===== config.mk =====
export PLATFORM = sky130hd
export DESIGN_NAME = fifo_rd_burst_arbiter
export DESIGN_NICKNAME = d
export VERILOG_FILES = /design/src/rtl/fifo_ctrl_pkg.sv /design/src/rtl/rr_arbiter.sv /design/src/rtl/fifo_rd_burst_arbiter.sv
export SDC_FILE = /design/constraint.sdc
export NUM_CORES = 1
export LEC_CHECK = 0
export ABC_AREA = 1
export CAP_MARGIN = 40
export CORE_MARGIN = 3
export CORE_UTILIZATION = 49
export DETAILED_ROUTE_END_ITERATION = 10
export GPL_ROUTABILITY_DRIVEN = 1
export GPL_TIMING_DRIVEN = 0
export MAX_ROUTING_LAYER = met4
export PLACE_DENSITY = 0.78
export SLEW_MARGIN = 25
export SYNTH_ARGS = -nofsm -noshare
export SYNTH_HDL_FRONTEND = slang
export SYNTH_SLANG_ARGS = --single-unit

===== constraint.sdc =====
create_clock -name rd_clk_i -period 3.05 [get_ports rd_clk_i]
set_input_delay 0.61 -clock rd_clk_i [delete_from_list [all_inputs] [get_ports rd_clk_i]]
set_output_delay 0.61 -clock rd_clk_i [all_outputs]
set_load 0.1 [all_outputs]

===== src/rtl/fifo_ctrl_pkg.sv =====
// -----------------------------------------------------------------------------
// fifo_ctrl_pkg
//   Shared types and helpers for the dual-clock FIFO control logic.
//   - rd_arb_state_t : read-side burst scheduler states
//   - rr_pick        : round-robin pick, returns a one-hot vector (up to RR_MAX
//                      requesters); the first set request after 'ptr' wins,
//                      wrapping around.
// -----------------------------------------------------------------------------
package fifo_ctrl_pkg;

  typedef enum logic [1:0] {IDLE, WAIT, STREAM, DRAIN} rd_arb_state_t;

  localparam int unsigned RR_MAX   = 32;
  localparam int unsigned RR_IDX_W = 5;

  // 'n' is the number of live requesters (2..RR_MAX); bits above n-1 are ignored.
  function automatic logic [RR_MAX-1:0] rr_pick(input logic [RR_MAX-1:0] req,
                                                input int unsigned       ptr,
                                                input int unsigned       n);
    logic [RR_MAX-1:0]   pick;
    logic                found;
    logic [RR_IDX_W-1:0] idx;
    pick  = '0;
    found = 1'b0;
    for (int unsigned i = 1; i <= RR_MAX; i++) begin
      idx = RR_IDX_W'((ptr + i) % n);
      if ((i <= n) && !found && req[idx]) begin
        pick[idx] = 1'b1;
        found     = 1'b1;
      end
    end
    return pick;
  endfunction

endpackage


===== src/rtl/rr_arbiter.sv =====
// -----------------------------------------------------------------------------
// rr_arbiter
//   Combinational round-robin arbiter: the first asserted request after the
//   pointer wins (wrapping around).
//   Ports:
//     req_i  [NREQ]        request vector
//     ptr_i  [log2 NREQ]   index of the previous winner
//     gnt_o  [NREQ]        one-hot winner (all zero when no request)
//     idx_o  [log2 NREQ]   binary index of the winner
//     any_o                at least one request present
// -----------------------------------------------------------------------------
module rr_arbiter
  import fifo_ctrl_pkg::*;
#(
  parameter int NREQ = 4
) (
  input  logic [NREQ-1:0]         req_i,
  input  logic [$clog2(NREQ)-1:0] ptr_i,
  output logic [NREQ-1:0]         gnt_o,
  output logic [$clog2(NREQ)-1:0] idx_o,
  output logic                    any_o
);

  localparam int IDX_W = $clog2(NREQ);

  logic [RR_MAX-1:0] pick;

  assign pick  = rr_pick(RR_MAX'(req_i), 32'(ptr_i), NREQ);
  assign gnt_o = pick[NREQ-1:0];
  assign any_o = |pick;

  always_comb begin
    idx_o = '0;
    for (int k = 0; k < NREQ; k++) begin
      if (pick[k]) idx_o = IDX_W'(k);
    end
  end

endmodule


===== src/rtl/fifo_rd_burst_arbiter.sv =====
// -----------------------------------------------------------------------------
// fifo_rd_burst_arbiter
//   Read-side burst scheduler for the dual-clock FIFO (read clock domain).
//   Shares the FIFO read port between NREQ consumers with round-robin
//   arbitration; a granted burst starts only once enough words are available.
//   Ports:
//     rd_clk_i       FIFO read clock (sole clock)
//     aclr_i         async active-low reset (shared with the FIFO)
//     req_i          per-requester burst request, level, held until granted
//     req_len_i      burst lengths, requester k at [k*BLEN_W +: BLEN_W]
//     fifo_empty_i   FIFO rd_empty
//     fifo_usedw_i   FIFO rd_usedw (lagging, conservative)
//     fifo_q_i       FIFO read data, valid one cycle after an accepted read
//     fifo_rd_req_o  FIFO read request
//     gnt_o          one-hot grant, high for the whole burst
//     data_o         read data pass-through, qualified by data_valid_o
//     data_valid_o   data_o holds a word for the granted requester
//     burst_done_o   one-cycle pulse on the last word of a burst
// -----------------------------------------------------------------------------
module fifo_rd_burst_arbiter
  import fifo_ctrl_pkg::*;
#(
  parameter int DWIDTH = 8,
  parameter int AWIDTH = 3,
  parameter int NREQ   = 4,
  parameter int BLEN_W = 4
) (
  input  logic                     rd_clk_i,
  input  logic                     aclr_i,
  input  logic [NREQ-1:0]          req_i,
  input  logic [NREQ*BLEN_W-1:0]   req_len_i,
  input  logic                     fifo_empty_i,
  input  logic [AWIDTH-1:0]        fifo_usedw_i,
  input  logic [DWIDTH-1:0]        fifo_q_i,
  output logic                     fifo_rd_req_o,
  output logic [NREQ-1:0]          gnt_o,
  output logic [DWIDTH-1:0]        data_o,
  output logic                     data_valid_o,
  output logic [NREQ-1:0]          burst_done_o
);

  localparam int DEPTH = 2 ** AWIDTH;
  localparam int IDX_W = $clog2(NREQ);
  localparam int AVW   = AWIDTH + 1;
  localparam int CW    = (BLEN_W > AVW) ? BLEN_W : AVW;

  rd_arb_state_t     state_q;
  logic [NREQ-1:0]   gnt_q;
  logic [NREQ-1:0]   done_q;
  logic [IDX_W-1:0]  ptr_q;
  logic [BLEN_W-1:0] len_q;
  logic [BLEN_W-1:0] issued_q;
  logic [BLEN_W-1:0] issued_d;
  logic              vld_q;

  logic [NREQ-1:0]   elig;
  logic [BLEN_W-1:0] win_len;
  logic [NREQ-1:0]   arb_gnt;
  logic [IDX_W-1:0]  arb_idx;
  logic              arb_any;

  logic [AVW-1:0]    avail;
  logic [CW-1:0]     avail_c;
  logic [CW-1:0]     need_c;
  logic              rd_req;

  // Zero-length requests are never eligible; win_len follows the one-hot winner.
  always_comb begin
    elig    = '0;
    win_len = '0;
    for (int k = 0; k < NREQ; k++) begin
      elig[k] = req_i[k] && (req_len_i[k*BLEN_W +: BLEN_W] != '0);
      if (arb_gnt[k]) win_len = req_len_i[k*BLEN_W +: BLEN_W];
    end
  end

  rr_arbiter #(.NREQ(NREQ)) u_rr (
    .req_i (elig),
    .ptr_i (ptr_q),
    .gnt_o (arb_gnt),
    .idx_o (arb_idx),
    .any_o (arb_any)
  );

  // A full FIFO wraps usedw to 0 while not empty, so report DEPTH in that case.
  assign avail   = ((fifo_usedw_i == '0) && !fifo_empty_i) ? AVW'(DEPTH)
                                                           : {1'b0, fifo_usedw_i};
  assign avail_c = CW'(avail);
  // Bursts longer than the FIFO start once it is full and stall on empty.
  assign need_c  = (CW'(len_q) < CW'(DEPTH)) ? CW'(len_q) : CW'(DEPTH);

  assign rd_req   = (state_q == STREAM) && !fifo_empty_i && (issued_q < len_q);
  assign issued_d = issued_q + BLEN_W'(1);

  always_ff @(posedge rd_clk_i or negedge aclr_i) begin
    if (!aclr_i) begin
      state_q  <= IDLE;
      gnt_q    <= '0;
      done_q   <= '0;
      ptr_q    <= IDX_W'(NREQ - 1);
      len_q    <= '0;
      issued_q <= '0;
      vld_q    <= 1'b0;
    end else begin
      vld_q  <= rd_req;
      done_q <= '0;
      case (state_q)
        IDLE: begin
          if (arb_any) begin
            gnt_q    <= arb_gnt;
            len_q    <= win_len;
            ptr_q    <= arb_idx;
            issued_q <= '0;
            state_q  <= WAIT;
          end
        end
        WAIT: begin
          // Withdrawn request abandons the burst; the pointer keeps the winner.
          if ((req_i & gnt_q) == '0) begin
            gnt_q   <= '0;
            state_q <= IDLE;
          end else if (avail_c >= need_c) begin
            state_q <= STREAM;
          end
        end
        STREAM: begin
          if (rd_req) begin
            issued_q <= issued_d;
            if (issued_d == len_q) begin
              done_q  <= gnt_q;
              state_q <= DRAIN;
            end
          end
        end
        DRAIN: begin
          gnt_q   <= '0;
          state_q <= IDLE;
        end
        default: state_q <= IDLE;
      endcase
    end
  end

  assign fifo_rd_req_o = rd_req;
  assign gnt_o         = gnt_q;
  assign data_o        = fifo_q_i;
  assign data_valid_o  = vld_q;
  assign burst_done_o  = done_q;

endmodule

==> metrics, run 1 <==
Synth Area in XOR/XNOR roughly 1.8%; # DRC 0; antenna-violating nets left 0; fin nets just under 400; Fmax approximately 0.4 GHz; Vias/cell approximately 5; core outline area between 3000 and 4000 sq um; Worst Tran Pin Value approximately 0.46 ns; leakage about 0.0014 uW; DP HPWL between 3000 and 4000 um; CTS sink count 21; clk_lat worst skew 0.27 ns; post_cts resized 0; RSZ-0062 raised after global routing no; Vias between 1500 and 2000; total clock buffers created by CTS 3; clk root buf clkbuf_8; syn_area_per_cell 6.96 sq um; CP endpoint kind flip-flop; number of global-route vias before repair roughly 1800; fin cells approximately 380; Die Width a little under 70 um; Final GP Congestion 0.866; setup bufs post-CTS 0; placed cells ~380; post-synthesis mux area share 0%; first drt pass iteration count 4; Slew HR between 60% and 70%; Critical Path Source Type flip-flop; Port-buffer cells 43; largest net degree at the start of global routing 16; prevailing post-synth register cell dfrtp_1; part of the cycle the worst path needs roughly 84%; CP Data Required Time 3.26 ns; Setup CP Type reg -> reg; VDD IR max 0.143 mV; Slew Viols, Final 0; Filler Cell Count 289; post-synthesis cell type count 31; n_diodes 0; global-route wire length before repair 7900 um; status finished clean; post-synth net total 324; Final Setup Violations 0; largest family of logic cells by synthesized area simple AND/OR/NAND/NOR gates; cell area after synthesis about 1900 sq um; fraction of layout cells with a size suffix above 1 ~18%; I/O pin total 52; number of synthesized flops with an enable pin 0; chip height approximately 70 um; CTS tree built; H-Tree Depth 1; Power Dens Cells roughly 240 nW/um^2; Initial Util between 50% and 60%; overall power about 650 uW; warnings from Yosys 0; Fin Setup TNS 0 ns; Synth Area in Compound Gates under 10%; DIE AREA roughly 4700 sq um; Worst-path clk slew about 0.08 ns; FFs w/ async S/R, synth 100%; skew final between 0.005 and 0.006 ns; Period minus WS final about 2.6 ns; row count 21; drt total wl 4630 um; Max clock buf depth 2; adder-cell share of the synthesized area ~11%; synthesized instance count between 200 and 300; GR Util All Layers between 20% and 30%; total congestion overflow 0; Synth Area in Simple Gates 41.0%; Critical Path AT around 2.8 ns; initial antenna violation count 0; Critical Path Fanout Max 10; WL/cell around 12 um; max-cap viol count 0; Synth-to-Final Area Change 42.7%; final hold vios 0; Final Core Density a little under 80%; Worst Hold Class reg -> reg; synthesized flop and latch total 21; Post-CTS Hold Fix Bufs 0; sequential share of the synthesized area between 20% and 30%; 1st-iter DRT viols 96
-- layout by cell type, fill, tap and decap left out, types with 2 or more instances in the layout --
cell type / count
nand2_1: 76
nand3_1: 31
buf_6: 2
nor2_1: 28
a22o_1: 2
ha_1: 17
clkdlybuf4s50_1: 42
xor2_1: 3
clkbuf_8: 3
clkinv_1: 3
o21ai_0: 3
buf_8: 18
a21oi_1: 9
o21ai_2: 2
nor2_2: 3
nand2_2: 8
nand3_2: 6
dfstp_2: 2
clkbuf_1: 2
inv_1: 33
nand2_4: 3
buf_2: 2
buf_4: 8
o21a_1: 2
dfrtp_1: 19
-- flip-flops by register name, indices dropped and copies added, names as in the netlist, named ones only --
name,count
burst_done_o,4
gnt_o,4
issued_q,4
len_q,4
ptr_q,2
data_valid_o,1
state_q,1
-- synth_stat cells, types with 2 or more instances --
cell type / count / area [sq um]
o21a_1: 2 / 15.0
xor2_1: 3 / 26.3
nand3_1: 31 / 155
nor2_2: 3 / 18.8
ha_1: 17 / 213
clkinv_1: 3 / 11.3
o21ai_2: 2 / 17.5
clkbuf_1: 2 / 7.51
dfstp_2: 2 / 52.6
nand2_2: 8 / 50.1
o21ai_0: 3 / 15.0
dfrtp_1: 19 / 475
nand2_4: 3 / 33.8
nand2_1: 76 / 285
a22o_1: 2 / 17.5
nand3_2: 6 / 60.1
inv_1: 33 / 124
nor3_1: 2 / 10.0
nor2_1: 28 / 105
buf_4: 8 / 60.1
a21oi_1: 9 / 45.0
buf_2: 2 / 10.0
-- stage by stage --
stage / cell area, sq um / worst slack, ns / hold slack [ns]
after floorplan: 1900 / 0.0220 / 0.314
after global placement: 2390 / -0.0215 / 0.494
after detailed placement: 2670 / 0.315 / 0.495
after CTS: 2720 / 0.0975 / 0.514
after global routing: 2710 / 0.282 / 0.539
final: 2710 / 0.491 / 0.515
-- cell families (layout without fill, tap and decap cells) --
family / count (synthesis) / in the layout
AOI/OAI and AO/OA: 19 / 19
xor gates and xnor gates: 4 / 4
DFF: 21 / 21
and+or+nand+nor: 162 / 162
buffers and inverters: 50 / 115
adders and majority gates: 17 / 17
-- critical path, stage by stage (launching register included) --
cell,delay (ns)
dfstp_2,0.65
inv_2,0.14
ha_1,0.37
inv_1,0.12
nand2_1,0.07
nand2_2,0.13
nor2_2,0.07
nand3_1,0.09
nand3_2,0.17
nor2_2,0.18
nand2_2,0.08
nand2_4,0.10
buf_6,0.15
nand3_1,0.09
nand2_1,0.07
-- cell type report --
class	count	area [sq um]	area share, %
sequential	21	528	19.5
multi-input combinational	202	1150	42.4
clock buffer	3	41.3	1.52
clock inverter	1	5.00	0.185
tap	46	57.6	2.12
buffer	13	88.8	3.28
inverter	37	139	5.12
timing repair buffer	61	702	25.9
-- path summary, 6_finish.rpt --
kind / startpoint / depth (start not counted) / slack, ns / end
hold reg to reg: len_q[3] / 2 / 0.52 / len_q[3]
setup / recovery: ptr_q[0] / 14 / 0.49 / issued_q[2]
hold / removal: len_q[3] / 2 / 0.52 / len_q[3]
max in group asynchronous: aclr_i / 2 / 1.93 / ptr_q[0]
min in group asynchronous: aclr_i / 1 / 0.60 / issued_q[1]
setup reg to reg: ptr_q[0] / 14 / 0.49 / issued_q[2]
-- power breakdown --
part / total (uW) / internal, uW / switching, uW
clock: 182 / 91.2 / 90.9
combinational: 190 / 83.6 / 107
sequential: 278 / 278 / 0
total: 651 / 453 / 198
-- metal layers --
layer  vias to the layer above  wire length [um]  part of all wire (%)  GRT usage, %
li1                        980                 -                     -             -
met1                       859              1960                    42          26.8
met2                        77              2270                    49          39.4
met3                        12               278                   6.0          4.93
met4                         0               126                   2.7          8.19
met5                         -                 0                     0             -
(Power assumes the default switching activity.)
==> run 2: changes to the inputs <==
--- a/config.mk
+++ b/config.mk
@@ -8,12 +8,12 @@
 export ABC_AREA = 1
 export CAP_MARGIN = 40
 export CORE_MARGIN = 3
-export CORE_UTILIZATION = 49
+export CORE_UTILIZATION = 44
 export DETAILED_ROUTE_END_ITERATION = 10
 export GPL_ROUTABILITY_DRIVEN = 1
 export GPL_TIMING_DRIVEN = 0
 export MAX_ROUTING_LAYER = met4
-export PLACE_DENSITY = 0.78
+export PLACE_DENSITY = 0.74
 export SLEW_MARGIN = 25
 export SYNTH_ARGS = -nofsm -noshare
 export SYNTH_HDL_FRONTEND = slang
==> constraint.sdc (replaced) <==
create_clock -name rd_clk_i -period 2.05 [get_ports rd_clk_i]
set_input_delay 0.41 -clock rd_clk_i [delete_from_list [all_inputs] [get_ports rd_clk_i]]
set_output_delay 0.41 -clock rd_clk_i [all_outputs]
set_load 0.1 [all_outputs]
==> metrics, run 2 (synthesis gave the netlist of run 1 again) <==
leakage 0.00153 uW (+10%); largest net degree at the start of global routing 17 (+1); max-cap viol count 0 (unchanged); skew final 0.00765 ns (+0.00234 ns); power share of the combinational group 31.5% (+2.2 points); Final Setup Violations 11 (+11); Fmax between 0.4 and 0.5 GHz; worst path bufs/invs 2 (-1); Slew Viols, Final 0 (unchanged); most frequent cells in the layout 71 x nand2_1, 34 x clkdlybuf4s50_1, 26 x inv_1, 26 x nor2_1, 22 x buf_4; Slew HR 66.1% (-3.1 points); chip height 71.7 um (+5.0%); RSZ-0062 raised after global routing yes; CP endpoint kind primary output; initial antenna violation count 0 (unchanged); global-route wire length before repair 8290 um (+5.0%); # DRC 0 (unchanged); core outline area 4090 sq um (+16%); CTS tree built; DIE AREA 5140 sq um (+10%); commonest non-fill, non-tap cell in the layout nand2_1; number of global-route vias before repair 1962 (+6.4%); DP HPWL 3600 um (-9.0%); first drt pass iteration count 4 (unchanged); Filler Cell Count 286 (-1.0%); Period minus WS final between 2 and 2.5 ns; Worst Hold Class in -> async; part of the cycle the worst path needs 107%; footprint of the multi-input gates 1310 sq um (+14%); total congestion overflow 0 (unchanged); Power Dens Cells 328 nW/um^2 (+37%); failing checks negative setup slack; Top Family by Delay on Critical Path flip-flops; VDD IR max 0.218 mV (+52%); Worst Tran Pin Value 0.507 ns (+0.0458 ns); RR Startpoint ptr_q[0]; fraction of layout cells with a size suffix above 1 31.7% (+13 points); Port-buffer cells 43 (unchanged); sw power 314 uW (+59%); H-Tree Depth 1 (unchanged); Critical Path Fanout Max 4 (-6); Die Width 71.7 um (+5.0%); worst slack, placed -0.473 ns (-0.787 ns); antenna-violating nets left 0 (unchanged); Hold WS 0.385 ns (-0.130 ns); worst path cell trace ha_1, inv_2, nor2_2, o211ai_1, nand2_1, nor3_4, buf_12; Pint 692 uW (+53%); Fin Setup TNS -1.20 ns (-1.20 ns); I/O pin total 52 (unchanged); Worst-path clk slew 0.08 ns (about the same); register area 528 sq um (unchanged); CTS sink count 21 (unchanged); Initial Util 46.5% (-7.5 points); Setup CP Type reg -> out; Synth-to-Final Area Change 61.5%; Seq pwr share 41.1% (-1.7 points); final hold vios 0 (unchanged); GR Util All Layers 20.5% (-2.6 points); Critical Path AT 1.78 ns (-0.99 ns); Clock Power Share 27.4% (-0.6 points); total clock buffers created by CTS 3 (unchanged); WL/cell 12.0 um (-0.56%); CP Data Required Time 1.64 ns (-1.62 ns); Post-CTS Hold Fix Bufs 0 (unchanged); Vias 1952 (+1.2%); internal reg-to-reg setup slack -0.12 ns (-0.61 ns); drt total wl 4870 um (+5.1%); Worst Reg-to-Reg Cells 14 (unchanged); Vias/cell 4.81 (-4.2%); fin nets 408 (+4.6%); critical path's slowest cell dfrtp_1; clk root buf clkbuf_8; n_diodes 0 (unchanged); sw frac 31.2% (+0.84 points); RR Endpoint issued_q[0]; status complete, but fails checks; overall power 1010 uW (+55%); worst setup margin -0.141 ns (-0.632 ns); crit-path max cell delay 0.43 ns (-0.22 ns); Final GP Congestion 0.879 (+1.4%); Critical Path Source Type flip-flop; clk_lat worst skew 0.27 ns (about the same); row count 23 (+9.5%); 1st-iter DRT viols 118 (+23%); Max clock buf depth 2 (unchanged); Final Core Density 75.0% (-1.9 points)
==> run 2: cell types whose count changed in the layout (fill, tap and decap cells not counted), sizes merged <==
cell and delta:
buf +17, clkbuf +2, clkdlybuf4s50 -8, clkinv -1
dlygate4sd2 +7, dlymetal6s2s +1
==> run 2: final cells by class <==
| type | count | area share (%) |
|---|---|---|
| sequential | 21 | 17.2 |
| multi-input combinational | 202 | 42.8 |
| timing repair buffer | 79 | 28.4 |
| clock buffer | 4 | 1.47 |
| buffer | 13 | 3.18 |
| inverter | 37 | 4.90 |
| tap | 50 | 2.04 |
==> run 2: worst max-delay path by stage <==
stage                              from       endpoint  slack [ns]  depth (start not counted)
after floorplan                len_q[1]     state_q[0]       -0.41                         12
after global placement         len_q[1]  fifo_rd_req_o       -0.80                          8
after detailed placement   req_len_i[8]    issued_q[1]       -0.47                         16
after CTS                   issued_q[1]  fifo_rd_req_o       -0.12                          7
after global routing      req_len_i[11]       len_q[0]       -0.28                         17
final                       issued_q[1]  fifo_rd_req_o       -0.14                          7
==> run 2: routing by layer <==
metal / part of all wire, % / GRT usage, % / vias to the layer above
li1: - / - / 1017
met1: 46 / 26.0 / 874
met2: 48 / 34.1 / 52
met3: 3.8 / 2.95 / 9
met4: 1.8 / 6.05 / 0
met5: 0 / - / -
==> run 2: stage by stage <==
stage,instances,cell area (sq um)
final,406,3070
after detailed placement,385,2710
after global placement,366,2430
after global routing,406,3070
after CTS,404,3020
after floorplan,273,1940
==> run 2: worst register-to-register path, stage by stage (launching register included) <==
cell and delay [ns]:
dfstp_2 0.58, inv_6 0.05, ha_4 0.29, inv_4 0.05
nand2_4 0.06, nand2_4 0.08, nor2_8 0.18, nand3_2 0.12
nand3_4 0.12, nor2_4 0.04, nand2_2 0.08, nand2_4 0.11
buf_8 0.18, nand3_1 0.06, nand2_1 0.05
==> run 2: what timing repair did <==
item,4_1_cts,5_1_grt
gates resized for setup,44,11
setup buffers,15,2
endpoints found under the hold margin,0,0
gates cloned,1,0
endpoints found under the setup margin,16,16
pin swaps,8,4
==> run 2: power groups by stage <==
stage	sequential [uW]	clock (uW)	combinational [uW]
4_1_cts	414	274	309
5_1_grt	414	301	341
6_report	414	275	317
3_3_place_gp	422	0	255
2_1_floorplan	422	0	161
3_5_place_dp	422	0	286
==> run 3: changes to the inputs <==
--- a/config.mk
+++ b/config.mk
@@ -7,13 +7,16 @@
 export LEC_CHECK = 0
 export ABC_AREA = 1
 export CAP_MARGIN = 40
+export CELL_PAD_IN_SITES_DETAIL_PLACEMENT = 1
+export CELL_PAD_IN_SITES_GLOBAL_PLACEMENT = 1
 export CORE_MARGIN = 3
-export CORE_UTILIZATION = 44
+export CORE_UTILIZATION = 31
+export CTS_BUF_LIST = sky130_fd_sc_hd__clkbuf_8 sky130_fd_sc_hd__clkbuf_16
 export DETAILED_ROUTE_END_ITERATION = 10
 export GPL_ROUTABILITY_DRIVEN = 1
 export GPL_TIMING_DRIVEN = 0
 export MAX_ROUTING_LAYER = met4
-export PLACE_DENSITY = 0.74
+export PLACE_DENSITY_LB_ADDON = 0.1
 export SLEW_MARGIN = 25
 export SYNTH_ARGS = -nofsm -noshare
 export SYNTH_HDL_FRONTEND = slang
==> metrics, run 3 (synthesis gave the netlist of run 1 again) <==
Critical Path Source Type primary input; fin nets 413 (+1.2%); Initial Util 33.3% (-13 points); fraction of layout cells with a size suffix above 1 36.0% (+4.3 points); 1st-iter DRT viols 62 (-47%); Power Dens Cells 313 nW/um^2 (-4.5%); Synth-to-Final Area Change 70.4%; Final GP Congestion 0.744 (-15%); fin cells 433 (+6.7%); CTS tree built; Max clock buf depth 2 (unchanged); Post-CTS Hold Fix Bufs 0 (unchanged); skew final 0.00320 ns (-0.00445 ns); Critical Path AT 2.43 ns (+0.65 ns); Worst-path clk slew 0.07 ns (about the same); CP startpoint req_len_i[3]; chip height 84.3 um (+18%); global-route wire length before repair 11000 um (+33%); first drt pass iteration count 4 (unchanged); CP endpoint kind flip-flop; CP Data Required Time 2.20 ns (+0.56 ns); Critical Path Fanout Max 8 (+4); crit-path max cell delay 0.42 ns (about the same); RR Startpoint ptr_q[0]; placed cells 407 (+5.7%); number of global-route vias before repair 2269 (+16%); total clock buffers created by CTS 3 (unchanged); Slew Viols, Final 0 (unchanged); commonest non-fill, non-tap cell in the layout nand2_1; clk_lat worst skew 0.26 ns (about the same); CTS sink count 21 (unchanged); WL/cell 15.2 um (+26%); worst setup margin -0.227 ns (-0.0854 ns); initial antenna violation count 0 (unchanged); row count 27 (+17%); critical path's slowest cell clkdlybuf4s50_1; leakage 0.00160 uW (+4.1%); Worst Tran Pin Value 0.704 ns (+0.198 ns); Port-buffer cells 43 (unchanged); VDD IR max 0.228 mV (+4.7%); n_diodes 0 (unchanged); status complete, but fails checks; Vias 2043 (+4.7%); antenna-violating nets left 0 (unchanged); Top Layer Used met4; most frequent cells in the layout 67 x nand2_1, 29 x clkdlybuf4s50_1, 28 x inv_1; Final Setup Violations 16 (+5); H-Tree Depth 1 (unchanged); Top Family by Delay on Critical Path simple AND/OR/NAND/NOR gates; Fin Setup TNS -2.57 ns (-1.36 ns); Final Core Density 56.7% (-18 points); Fmax 0.439 GHz (-3.7%); core outline area 5710 sq um (+40%); part of the cycle the worst path needs 111% (+4.2 points); DIE AREA 7100 sq um (+38%); Die Width 84.3 um (+18%); drt total wl 6570 um (+35%); largest net degree at the start of global routing 15 (-2); Setup CP Type in -> reg; GR Util All Layers 19.4% (-1.1 points); DP HPWL 4730 um (+31%); worst path bufs/invs 2 (unchanged); RSZ-0062 raised after global routing yes; clk root buf clkbuf_8; worst path cell trace clkdlybuf4s50_1, nor2_1, nand2_1, nand3_2, nand2_1, nand2_2, nand2_4, nor2_8, nand3_2, nand3b_4, nor2_4, nand2_2, nand2_4, buf_8, nand3_2, nand2_1; max-cap viol count 0 (unchanged); M1 WL 2710 um (+20%); met2 routed WL 3650 um (+55%); Period minus WS final 2.28 ns (+0.0854 ns); # DRC 0 (unchanged); Slew HR 52.9% (-13 points); hold path start len_q[0]; I/O pin total 52 (unchanged); total congestion overflow 0 (unchanged); final hold vios 0 (unchanged); met3 routed WL 154 um (-16%); failing checks negative setup slack; Worst Hold Class reg -> reg; Vias/cell 4.72 (-1.9%)
-- run 3: power breakdown --
group	switching, uW	internal (uW)	total [uW]
Combinational	193	144	337
Sequential	0	414	414
Clock	129	133	263
-- run 3: tightest hold or removal path, delay by kind of cell, from the launching register on --
| kind | cells | cell delay [ns] |
|---|---|---|
| DFF | 1 | 0.38 |
| and+or+nand+nor | 2 | 0.13 |
-- run 3: per-stage QoR --
stage / instance area, sq um / setup WS [ns] / power (uW) / hold WS, ns
3_3_place_gp: 2460 / -0.841 / 681 / 0.497
4_1_cts: 3160 / -0.121 / 1010 / 0.539
3_5_place_dp: 2740 / -0.517 / 716 / 0.502
6_report: 3240 / -0.227 / 1010 / 0.538
5_1_grt: 3240 / -0.371 / 1070 / 0.573
2_1_floorplan: 1940 / -0.413 / 583 / 0.114
-- run 3: area by class of cell --
cell class                      count  area [sq um]
Buffer                             13           101
Clock buffer                        3          41.3
Clock inverter                      1          3.75
Fill cell                         691          2470
Inverter                           37           150
Multi-Input combinational cell    202          1420
Sequential cell                    21           528
Tap cell                           72          90.1
Timing Repair Buffer               84           903
-- run 3: what timing repair did --
| action | in CTS | in global routing |
|---|---|---|
| gates resized for setup | 72 | 14 |
| pin swaps | 39 | 16 |
| cloned | 2 | 0 |
| buffers inserted | 18 | 2 |
| endpoints found under the setup margin | 16 | 17 |
-- run 3: final timing paths --
check | endpoint | slack, ns | cells after the start
min | len_q[0] | 0.54 | 2
max in group asynchronous | ptr_q[1] | 0.87 | 2
max | issued_q[1] | -0.23 | 16
min reg2reg | len_q[0] | 0.54 | 2
max reg2reg | issued_q[1] | -0.22 | 14
min in group asynchronous | gnt_o[1] | 0.58 | 1
-- run 3: per-layer routing --
layer	up-vias	track usage (%)
met1	970	22.3
met5	-	-
li1	1030	-
met4	0	2.05
met3	8	2.65
met2	35	36.7
